`src/rtl/quad_enc_decoder_pkg.sv`:
```
// Shared types and the quadrature transition decoder for quad_enc_decoder.
// Transitions are classified on a 2-bit Gray position index.
package quad_enc_decoder_pkg;

    typedef enum logic {INIT, RUN} qdec_state_e;

    typedef logic [1:0] quad_t;

    localparam int unsigned INIT_CYCLES = 3;

    typedef struct packed {
        logic signed [1:0] step;
        logic              illegal;
    } quad_step_t;

    // {a,b} -> {b, a^b} maps the CW sequence 00,10,11,01 onto 0,1,2,3.
    function automatic quad_step_t quad_step(input quad_t prev, input quad_t cur);
        quad_step_t r;
        logic [1:0] p_prev;
        logic [1:0] p_cur;
        logic [1:0] delta;
        p_prev    = {prev[0], prev[1] ^ prev[0]};
        p_cur     = {cur[0], cur[1] ^ cur[0]};
        delta     = p_cur - p_prev;
        r.step    = 2'sb00;
        r.illegal = 1'b0;
        unique case (delta)
            2'd1:    r.step = 2'sb01;
            2'd3:    r.step = 2'sb11;
            2'd2:    r.illegal = 1'b1;
            default: r.step = 2'sb00;
        endcase
        return r;
    endfunction

endpackage

```
`src/rtl/quad_enc_decoder_glitch_filter.sv`:
```
// One encoder channel: two-flop synchroniser followed by a hold-time glitch filter.
// bypass_i loads the synchronised value straight into the filter output.
module quad_enc_decoder_glitch_filter #(
    parameter int unsigned FILT_LEN = 4
) (
    input  logic clk_i,
    input  logic rst_ni,
    input  logic d_i,
    input  logic bypass_i,
    output logic s_o,
    output logic f_o
);

    logic [1:0] sync_q;
    logic       s;
    logic       f_q, f_d;
    logic [7:0] c_q, c_d;

    assign s = sync_q[1];

    always_comb begin
        f_d = f_q;
        c_d = c_q;
        if (bypass_i) begin
            f_d = s;
            c_d = '0;
        end else if (s == f_q) begin
            c_d = '0;
        end else if (c_q == 8'(FILT_LEN - 1)) begin
            f_d = s;
            c_d = '0;
        end else begin
            c_d = c_q + 8'd1;
        end
    end

    always_ff @(posedge clk_i or negedge rst_ni) begin
        if (!rst_ni) begin
            sync_q <= '0;
            f_q    <= 1'b0;
            c_q    <= '0;
        end else begin
            sync_q <= {sync_q[0], d_i};
            f_q    <= f_d;
            c_q    <= c_d;
        end
    end

    assign s_o = s;
    assign f_o = f_q;

endmodule

```
`src/rtl/quad_enc_decoder.sv`:
```
// Filtered x4 quadrature decoder with signed position, step/dir pulses and error counting.
// Define QDEC_INDEX_EN to add the index channel (z_i, idx_pos_o, idx_hit_o).
module quad_enc_decoder
    import quad_enc_decoder_pkg::*;
#(
    parameter int unsigned CNT_W    = 16,
    parameter int unsigned FILT_LEN = 4,
    parameter int unsigned ERR_W    = 8
) (
    input  logic             clk_i,
    input  logic             rst_ni,
    input  logic             a_i,
    input  logic             b_i,
`ifdef QDEC_INDEX_EN
    input  logic             z_i,
    output logic [CNT_W-1:0] idx_pos_o,
    output logic             idx_hit_o,
`endif
    input  logic             clr_i,
    output logic [CNT_W-1:0] pos_o,
    output logic             step_cw_o,
    output logic             step_ccw_o,
    output logic             dir_o,
    output logic             err_o,
    output logic [ERR_W-1:0] err_cnt_o
);

    qdec_state_e      state_q, state_d;
    logic [1:0]       init_cnt_q, init_cnt_d;
    quad_t            prev_q, prev_d;
    quad_t            cur, cur_sync;
    quad_step_t       step_res;
    logic             in_init;
    logic             sa, sb, fa, fb;
    logic [CNT_W-1:0] pos_q, pos_d;
    logic             dir_q, dir_d;
    logic             step_cw_q, step_cw_d;
    logic             step_ccw_q, step_ccw_d;
    logic             err_q, err_d;
    logic [ERR_W-1:0] err_cnt_q, err_cnt_d;

    assign in_init  = (state_q == INIT);
    assign cur      = {fa, fb};
    assign cur_sync = {sa, sb};

    quad_enc_decoder_glitch_filter #(.FILT_LEN(FILT_LEN)) u_filt_a (
        .clk_i   (clk_i),
        .rst_ni  (rst_ni),
        .d_i     (a_i),
        .bypass_i(in_init),
        .s_o     (sa),
        .f_o     (fa)
    );

    quad_enc_decoder_glitch_filter #(.FILT_LEN(FILT_LEN)) u_filt_b (
        .clk_i   (clk_i),
        .rst_ni  (rst_ni),
        .d_i     (b_i),
        .bypass_i(in_init),
        .s_o     (sb),
        .f_o     (fb)
    );

    always_comb begin
        state_d    = state_q;
        init_cnt_d = init_cnt_q;
        prev_d     = prev_q;
        pos_d      = pos_q;
        dir_d      = dir_q;
        err_cnt_d  = err_cnt_q;
        step_cw_d  = 1'b0;
        step_ccw_d = 1'b0;
        err_d      = 1'b0;
        step_res   = quad_step(prev_q, cur);
        unique case (state_q)
            INIT: begin
                // Prime from the value the filters load on this same edge.
                prev_d = cur_sync;
                if (init_cnt_q == 2'(INIT_CYCLES - 1)) begin
                    state_d = RUN;
                end else begin
                    init_cnt_d = init_cnt_q + 2'd1;
                end
            end
            RUN: begin
                prev_d = cur;
                if (step_res.illegal) begin
                    err_d = 1'b1;
                    if (err_cnt_q != '1) begin
                        err_cnt_d = err_cnt_q + ERR_W'(1);
                    end
                end else if (step_res.step == 2'sb01) begin
                    pos_d     = pos_q + CNT_W'(1);
                    step_cw_d = 1'b1;
                    dir_d     = 1'b0;
                end else if (step_res.step == 2'sb11) begin
                    pos_d      = pos_q - CNT_W'(1);
                    step_ccw_d = 1'b1;
                    dir_d      = 1'b1;
                end
            end
            default: state_d = INIT;
        endcase
        if (clr_i) begin
            pos_d     = '0;
            err_cnt_d = '0;
        end
    end

    always_ff @(posedge clk_i or negedge rst_ni) begin
        if (!rst_ni) begin
            state_q    <= INIT;
            init_cnt_q <= '0;
            prev_q     <= '0;
            pos_q      <= '0;
            dir_q      <= 1'b0;
            step_cw_q  <= 1'b0;
            step_ccw_q <= 1'b0;
            err_q      <= 1'b0;
            err_cnt_q  <= '0;
        end else begin
            state_q    <= state_d;
            init_cnt_q <= init_cnt_d;
            prev_q     <= prev_d;
            pos_q      <= pos_d;
            dir_q      <= dir_d;
            step_cw_q  <= step_cw_d;
            step_ccw_q <= step_ccw_d;
            err_q      <= err_d;
            err_cnt_q  <= err_cnt_d;
        end
    end

    assign pos_o      = pos_q;
    assign dir_o      = dir_q;
    assign step_cw_o  = step_cw_q;
    assign step_ccw_o = step_ccw_q;
    assign err_o      = err_q;
    assign err_cnt_o  = err_cnt_q;

`ifdef QDEC_INDEX_EN
    logic             sz, fz;
    logic             z_prev_q, z_prev_d;
    logic [CNT_W-1:0] idx_pos_q, idx_pos_d;
    logic             idx_hit_q, idx_hit_d;

    quad_enc_decoder_glitch_filter #(.FILT_LEN(FILT_LEN)) u_filt_z (
        .clk_i   (clk_i),
        .rst_ni  (rst_ni),
        .d_i     (z_i),
        .bypass_i(in_init),
        .s_o     (sz),
        .f_o     (fz)
    );

    always_comb begin
        z_prev_d  = in_init ? sz : fz;
        idx_pos_d = idx_pos_q;
        idx_hit_d = 1'b0;
        if (!in_init && fz && !z_prev_q) begin
            idx_pos_d = pos_q;
            idx_hit_d = 1'b1;
        end
    end

    always_ff @(posedge clk_i or negedge rst_ni) begin
        if (!rst_ni) begin
            z_prev_q  <= 1'b0;
            idx_pos_q <= '0;
            idx_hit_q <= 1'b0;
        end else begin
            z_prev_q  <= z_prev_d;
            idx_pos_q <= idx_pos_d;
            idx_hit_q <= idx_hit_d;
        end
    end

    assign idx_pos_o = idx_pos_q;
    assign idx_hit_o = idx_hit_q;
`endif

endmodule

```
`config.mk`:
```
export PLATFORM = sky130hd
export DESIGN_NAME = quad_enc_decoder
export DESIGN_NICKNAME = d
export VERILOG_FILES = /design/src/rtl/quad_enc_decoder_pkg.sv /design/src/rtl/quad_enc_decoder_glitch_filter.sv /design/src/rtl/quad_enc_decoder.sv
export SDC_FILE = /design/constraint.sdc
export NUM_CORES = 1
export LEC_CHECK = 0
export CAP_MARGIN = 20
export CORE_MARGIN = 3
export CORE_UTILIZATION = 55
export DETAILED_ROUTE_END_ITERATION = 10
export PLACE_DENSITY = 0.78
export RECOVER_POWER = 50
export SYNTH_ARGS = -nofsm -noshare
export SYNTH_HDL_FRONTEND = slang
export SYNTH_SLANG_ARGS = --single-unit
```
`constraint.sdc`:
```
create_clock -name clk_i -period 3.7 [get_ports clk_i]
set_input_delay 0.74 -clock clk_i [delete_from_list [all_inputs] [get_ports clk_i]]
set_output_delay 0.74 -clock clk_i [all_outputs]
set_load 0.05 [all_outputs]
```
Word level (Yosys, flattened, before mapping)

Index checks and enable logic that the tools add are counted.

Add/subtract/negate cells: 7
Eq/ne operators: 16
Multiplexer cells: 37
Bitwise logic cells: 5
Reduce and logical (&&, ||, !) cells: 11

Operator list:

| kind                                                                     | number |
|---|---|
| 16-bit two-way mux                                                       | 5 |
| 8-bit two-way mux                                                        | 10 |
| 8-bit by 1-bit adder with 8-bit output (second input constant)           | 3 |
| 1-bit two-way mux                                                        | 20 |
| 16-bit by 1-bit adder with 16-bit output (second input constant)         | 1 |
| 8-bit by 2-bit equality test with 1-bit output (second input constant)   | 2 |
| 16-bit by 1-bit subtractor with 16-bit output (second input constant)    | 1 |
| 3-bit AND reduction                                                      | 3 |
| 2-bit equality test (second input constant)                              | 4 |
| 8-bit inequality test (second input constant)                            | 1 |
| 2-bit case mux with 2 select lines                                       | 2 |
| 2-bit nonzero test                                                       | 4 |
| 2-bit inequality test (second input constant)                            | 3 |
| 2-bit AND reduction                                                      | 3 |
| 2-bit by 1-bit equality test with 1-bit output (second input constant)   | 2 |
| 2-bit by 1-bit inequality test with 1-bit output (second input constant) | 2 |
| 1-bit inverter                                                           | 3 |
| 3-bit nonzero test                                                       | 1 |
| 2-bit by 1-bit adder with 2-bit output (second input constant)           | 1 |
| 1-bit equality test                                                      | 2 |
| 2-bit subtractor                                                         | 1 |
| 1-bit XOR                                                                | 2 |

Register bits: 55
Bits of input ports: 5
Output and inout port bits: 28

Depth between registers and ports, before layout

Gate-level depths: netlist of run 1.

Word-level depth: 10
Depth in mapped cells: 12
Mapped depth without buffers: 11

By module

From an unflattened synthesis of run 1, not the netlist that was laid out.

Cells, all modules: 325
Area, all modules: 3,208.1 sq um

By module, submodules not included:

| module                         | times used | cells each | area an instance (sq um) |
|---|---|---|---|
| quad_enc_decoder               | 1          | 241        | 2,249.7 |
| quad_enc_decoder_glitch_filter | 2          | 42         | 479.2 |

Worst setup path before layout of run 1

No wires, ideal clock.

Kind: register to register
Start point: register u_filt_b.f_q (netlist: u_filt_b.f_o)
End point: register pos_q[15] (netlist: pos_o[15])
Arrival time: 3.201 ns
Required time: 3.575 ns
Slack: 0.375 ns
Stages on the path, launching flop included: 12
Cell sequence: dfrtp_1 > xnor2_1 > ha_1 > xor3_2 > or2_2 > ha_1 > a21o_1 > a21o_1 > a221oi_1 > o21ai_0 > mux2i_1 > mux2_2

Cells in the longest elaborated chain, start to end: 9
Elaborated cells on any way between the ends: 16

RTL lines:

| what                                                                                  | line                                 | source |
|---|---|---|
| from (decl)                                                                           | quad_enc_decoder_glitch_filter.sv:16 | `logic f_q, f_d;` |
| from (signal assigned)                                                                | quad_enc_decoder_glitch_filter.sv:40 | `f_q <= 1'b0;` |
| from (signal assigned)                                                                | quad_enc_decoder_glitch_filter.sv:44 | `f_q <= f_d;` |
| 1-bit XOR                                                                             | quad_enc_decoder_pkg.sv:23           | `p_cur = {cur[0], cur[1] ^ cur[0]};` |
| 2-bit subtractor (*)                                                                  | quad_enc_decoder_pkg.sv:24           | `delta = p_cur - p_prev;` |
| 2-bit equality test or 2-bit by 1-bit equality test with 1-bit output (tied branches) | quad_enc_decoder_pkg.sv:27           | `unique case (delta)` |
| 2-bit case mux with 2 select lines                                                    | quad_enc_decoder_pkg.sv:27           |  |
| 2-bit equality test                                                                   | quad_enc_decoder.sv:92               | `end else if (step_res.step == 2'sb01) begin` |
| 16-bit two-way mux                                                                    | quad_enc_decoder.sv:92               |  |
| 16-bit two-way mux                                                                    | quad_enc_decoder.sv:87               | `if (step_res.illegal) begin` |
| 16-bit two-way mux                                                                    | quad_enc_decoder.sv:75               | `unique case (state_q)` |
| 16-bit two-way mux                                                                    | quad_enc_decoder.sv:104              | `if (clr_i) begin` |
| to (signal assigned)                                                                  | quad_enc_decoder.sv:125              | `pos_q <= pos_d;` |
| to (decl)                                                                             | quad_enc_decoder.sv:35               | `logic [CNT_W-1:0] pos_q, pos_d;` |

Every way passes the cells marked *; elsewhere a longest branch is shown, timed or not. The select of a mux whose other input is x is not followed.
A chain may end at the register's enable or synchronous reset.

Worst setup path after layout of run 1

Ends and elaborated chain as after synthesis.

==> flow_summary.ini, run 1 <==
[run_status]
status = finished with violations
violations = capacitance limit, slew limit

[timing]
final-hold-violation-count = 0
worst_pin_slew_ns = 1.850
drv_slew = 37
fmax_mhz = 285.1
fin_ws_ns = 0.1926
setup_viol = 0
finalCritPeriodShare = 0.9479
grt_setup_unrepaired = false
fin_setup_tns_ns = 0
slew_headroom = -0.2335
period_minus_slack_ns = 3.507
skew_ns = 0.006801

[yosys]
syn_avg_cell_area_um2 = 9.856
synth_ff_type = dfrtp_1
netlist_area_mm2 = 0.003045
ys_types = 39
yosys_register_bits = 55
synth_edf_count = 0
synth_seq_area_share = 0.4519
synth_top_cell_by_area = dfrtp_1
ys_top_cells_by_area = dfrtp_1 (45%), ha_1 (9.0%), xor2_1 (5.5%)
synthCells = 309
yosys_warnings = 0
synth_nets = 337
synth.top_cell.area_share = 0.4519
async_flop_share = 1.000

[setup_path]
cp_max_fo = 18
end_kind = flop
path_cells = xnor2_1 -> ha_1 -> xor3_2 -> or2_2 -> ha_1 -> nand3_1 -> a21oi_1 -> nor2_1 -> o21ai_0 -> mux2i_1 -> mux2_2
crit_type = reg -> reg
r2r_slack_ns = 0.19
worst-endpoint-required_ns = 3.90
r2r_cells = 11
crit_path_frequent_cell = ha_1
crit_buf_inv = 0
cp_top_family = simple AND/OR/NAND/NOR gates
slowest_delay_ns = 0.47
cp_slowest_cell = or2_2
crit_path_start_kind = flop
r2r-end = pos_o[15]
crit_arrival_ns = 3.71
r2r-start = u_filt_b.f_o

[floorplan]
fp-row-count = 26
die_x_um = 80.41
io_pins = 33
core_mm2 = 0.005238
start_util = 0.5815
die_h_um = 80.41
die_area_mm2 = 0.006466

[global_route]
use_met1 = 0.2558
grt.overflow.total = 0
grt_max_degree = 37
antenna_found_initial = 0
grt_pass1_wl_um = 10060
grt_use_total = 0.1991
grt_pass1_vias = 2226
busiest_layer = met2
grt_util_met3 = 0.04372
grt_use_met2 = 0.3344

[clock_network]
cts_tree = built
numCtsBuffers = 5
clk_pin_slew_worst_paths_ns = 0.10
cts_resized = 0
cts_buffer_depth = 2
cts_max_level = 2
postCtsHoldBufs = 0
cts.sinks = 55
clock_latency_ns = 0.31
root_buffer = clkbuf_8
postCtsSetupBuffers = 0

[final_layout]
instances_no_fill = 412
drive_gt1_frac = 0.05848
finalInstanceArea_mm2 = 0.003518
nets = 369
num_antenna_cells = 0
area_delta_synth_final_pct = 15.53

[placement]
dp_cells = 404
pre_cts_ws_ns = 0.1985
placed_area_mm2 = 0.003431
portBuffers = 32
gp_congestion = 0.8978
hpwl_um = 4290

[hold_path]
min_to = u_filt_b.sync_q[1]
holdPathStages = 0
hold_path.class = reg -> reg
hp-start = u_filt_b.sync_q[0]

[detailed_routing]
drtIter0Drc = 88
vias = 2284
drc = 0
dr.pass1.iters = 4
routed_wirelength_um = 5950
drt.antenna.violating_nets = 0
via_per_inst = 5.544
wl_per_cell_um = 14.44

[run]
drv_cap = 1
## sequential cells by signal, indices dropped and copies added, names as in the netlist
name / count
init_cnt_q: 2
pos_o: 16
dir_o: 1
u_filt_b.c_q: 8
err_cnt_o: 8
step_cw_o: 1
state_q: 1
step_ccw_o: 1
u_filt_a.sync_q: 2
u_filt_b.f_o: 1
err_o: 1
u_filt_b.sync_q: 2
u_filt_a.f_o: 1
prev_q: 2
u_filt_a.c_q: 8
## metrics by stage
step,util,hold slack [ns]
finish,0.6718,0.3649
global route,0.6718,0.3819
CTS,0.6727,0.3668
detailed placement,0.6550,0.3419
global placement,0.6550,0.3322
floorplan,-,0.3312
## area by class of cell
cell class / instances / area [µm²]
Timing Repair Buffer: 35 / 332.8
Tap cell: 70 / 87.58
Clock inverter: 3 / 23.77
Clock buffer: 5 / 68.82
Multi-Input combinational cell: 237 / 1603
Sequential cell: 55 / 1376
Fill cell: 444 / 1719
Inverter: 7 / 26.28
## worst register-to-register path, delay by kind of cell (launching register included)
kind / cells / cell delay (ns)
XOR/XNOR: 2 / 0.57
multiplexers: 2 / 0.56
AO/OA/AOI/OAI: 2 / 0.46
adder cells (fa/ha/maj): 2 / 0.63
AND/OR/NAND/NOR: 3 / 0.73
flip-flops: 1 / 0.46
## cell usage in the layout (no fill, tap or decap), types with 4 or more instances in the layout
master,netlist,layout
xnor2_1,12,12
inv_1,7,7
a21oi_1,24,24
o21ai_0,13,13
nand4_1,8,8
clkdlybuf4s50_1,0,29
nand2_1,24,24
nand3_1,20,20
and3_1,9,9
clkbuf_8,0,5
xor2_1,19,19
mux2_2,5,5
a21o_1,6,6
nand3b_1,7,7
dfrtp_1,55,55
ha_1,22,22
nor3_1,4,4
nor2_1,33,33
## per-layer routing
layer  vias up  routed length [µm]
met5         -                   0
met4         0                  80
met3         9                 231
met2        38                2826
met1      1091                2811
li1       1146                   -
## logic make-up after synthesis
group / share of synthesized area
DFF: 0.4519
xor gates and xnor gates: 0.09737
and+or+nand+nor: 0.1886
AOI/OAI and AO/OA: 0.1150
muxes: 0.02835
buffers and inverters: 0.02178
adders and majority gates: 0.09696
## worst max-delay path by stage
stage                 start   endpoint  slack, ns  cells after the start
6_report       u_filt_b.f_o  pos_o[15]       0.19                     11
4_1_cts        u_filt_b.f_o  pos_o[15]       0.17                     11
5_1_grt        u_filt_b.f_o  pos_o[14]      0.002                     11
2_1_floorplan  u_filt_b.f_o  pos_o[15]       0.37                     11
3_5_place_dp   u_filt_b.f_o  pos_o[15]       0.20                     11
3_3_place_gp   u_filt_b.f_o  pos_o[15]       0.27                     11
## synth_stat cells (8+ instances only)
cell type and number:
a21oi_1 24, and3_1 9, clkbuf_1 8, dfrtp_1 55, ha_1 22, nand2_1 24, nand3_1 20, nand4_1 8
nor2_1 33, o21ai_0 13, xnor2_1 12, xor2_1 19
Power of run 1 is left out: the tool's default activity adds up to more than one toggle a clock period on the data nets, which glitch-free logic cannot reach.
==> run 2: changes to the inputs <==
Settings changed: SETUP_SLACK_MARGIN set to 0.1.
==> flow_summary.ini, run 2 (same netlist as run 1, synthesis figures left out) <==
[run_status]
status = finished with violations
violations = capacitance limit, slew limit

[setup_path]
crit_path_start_kind = flop
crit_type = reg -> reg
worst-endpoint-required_ns = 3.90
cp_top_family = simple AND/OR/NAND/NOR gates
path_cells = xnor2_1 -> ha_1 -> xor3_2 -> or2_4 -> ha_1 -> nand3_1 -> a21oi_1 -> nor2_1 -> o21ai_0 -> mux2i_1 -> mux2_2
slowest_delay_ns = 0.46
end_kind = flop
crit_buf_inv = 0
cp_max_fo = 18
crit_arrival_ns = 3.57
cp_slowest_cell = dfrtp_1
crit_path_frequent_cell = ha_1

[floorplan]
die_h_um = 80.41
fp-row-count = 26
io_pins = 33
start_util = 0.5815
core_mm2 = 0.005238
die_area_mm2 = 0.006466
die_x_um = 80.41

[detailed_routing]
vias = 2275
via_per_inst = 5.522
drt.antenna.violating_nets = 0
dr.pass1.iters = 4
wl_per_cell_um = 14.40
drc = 0
drtIter0Drc = 107
routed_wirelength_um = 5933

[final_layout]
postLayoutCoreUtil = 0.6734
nFillCells = 442
final_common_cell = dfrtp_1
final_cell_mix = dfrtp_1 (55), nor2_1 (33), clkdlybuf4s50_1 (29), nand2_1 (24), a21oi_1 (23)
finalInstanceArea_mm2 = 0.003527
largest_register_ffs = 16
nets = 369
area_delta_synth_final_pct = 15.82
drive_gt1_frac = 0.06433
num_antenna_cells = 0

[timing]
worst_pin_slew_ns = 1.847
fmax_mhz = 297.5
skew_ns = 0.006586
finalCritPeriodShare = 0.9086
grt_setup_unrepaired = false
fin_setup_tns_ns = 0
final-hold-violation-count = 0
period_minus_slack_ns = 3.362
slew_headroom = -0.2315
drv_slew = 37
setup_viol = 0

[placement]
gp_congestion = 0.8978
placed_area_mm2 = 0.003431
portBuffers = 32
hpwl_um = 4290

[global_route]
grt.overflow.total = 0
grt_use_total = 0.1991
grt_pass1_wl_um = 10060
grt_max_degree = 37
grt_pass1_vias = 2226
antenna_found_initial = 0

[clock_network]
cts_max_level = 2
clk_pin_slew_worst_paths_ns = 0.10
cts.sinks = 55
postCtsSetupBuffers = 0
clock_latency_ns = 0.31
cts_resized = 0
cts_buffer_depth = 2
postCtsHoldBufs = 0
numCtsBuffers = 5
root_buffer = clkbuf_8
cts_tree = built

[run]
drv_cap = 1

[hold_path]
hold_path.class = reg -> reg
[run 2: cell types whose count changed in the layout (fill, tap and decap cells not counted)]
| cell | change |
|---|---|
| ha_2 | +1 |
| or2_4 | +1 |
| a21oi_2 | +1 |
| o21ai_0 | -1 |
| or2_2 | -1 |
| ha_1 | -1 |
| a21oi_1 | -1 |
| o21ai_1 | +1 |
[run 2: area by class of cell]
type,count,area (µm²),area share
flip-flops and latches,55,1376,0.3902
clock inverters,3,23.77,0.006740
inverters,7,26.28,0.007449
well taps,70,87.58,0.02483
multi-input cells,237,1612,0.4569
repair buffers,35,332.8,0.09436
clock buffers,5,68.82,0.01951
[run 2: worst register-to-register path, stage by stage, from the launching register on]
cell,delay (ns)
dfrtp_1,0.46
xnor2_1,0.16
ha_1,0.21
xor3_2,0.41
or2_4,0.35
ha_1,0.39
nand3_1,0.15
a21oi_1,0.24
nor2_1,0.11
o21ai_0,0.22
mux2i_1,0.22
mux2_2,0.34
[run 2: stage by stage]
stage	hold WS, ns	std cells	setup slack, ns
floorplan	0.3312	309	0.3748
global placement	0.3322	404	0.2736
detailed placement	0.3419	404	0.1985
CTS	0.3668	412	0.1748
global route	0.3819	412	0.1527
finish	0.3649	412	0.3382
[run 2: final timing paths]
path | from | end | slack (ns) | depth (start not counted)
setup / recovery | u_filt_b.f_o | pos_o[15] | 0.34 | 11
setup reg to reg | u_filt_b.f_o | pos_o[15] | 0.34 | 11
max in group asynchronous | rst_ni | u_filt_a.c_q[0] | 1.08 | 2
hold reg to reg | u_filt_b.sync_q[0] | u_filt_b.sync_q[1] | 0.36 | 0
min in group asynchronous | rst_ni | pos_o[1] | 0.92 | 1
hold / removal | u_filt_b.sync_q[0] | u_filt_b.sync_q[1] | 0.36 | 0
[run 2: per-layer routing]
| layer | share of wire | GRT usage |
|---|---|---|
| met2 | 0.48 | 0.3344 |
| met3 | 0.034 | 0.04372 |
| met5 | 0 | 0 |
| met1 | 0.47 | 0.2558 |
| met4 | 0.013 | 0.06250 |
Power of run 2 is left out for the same reason.
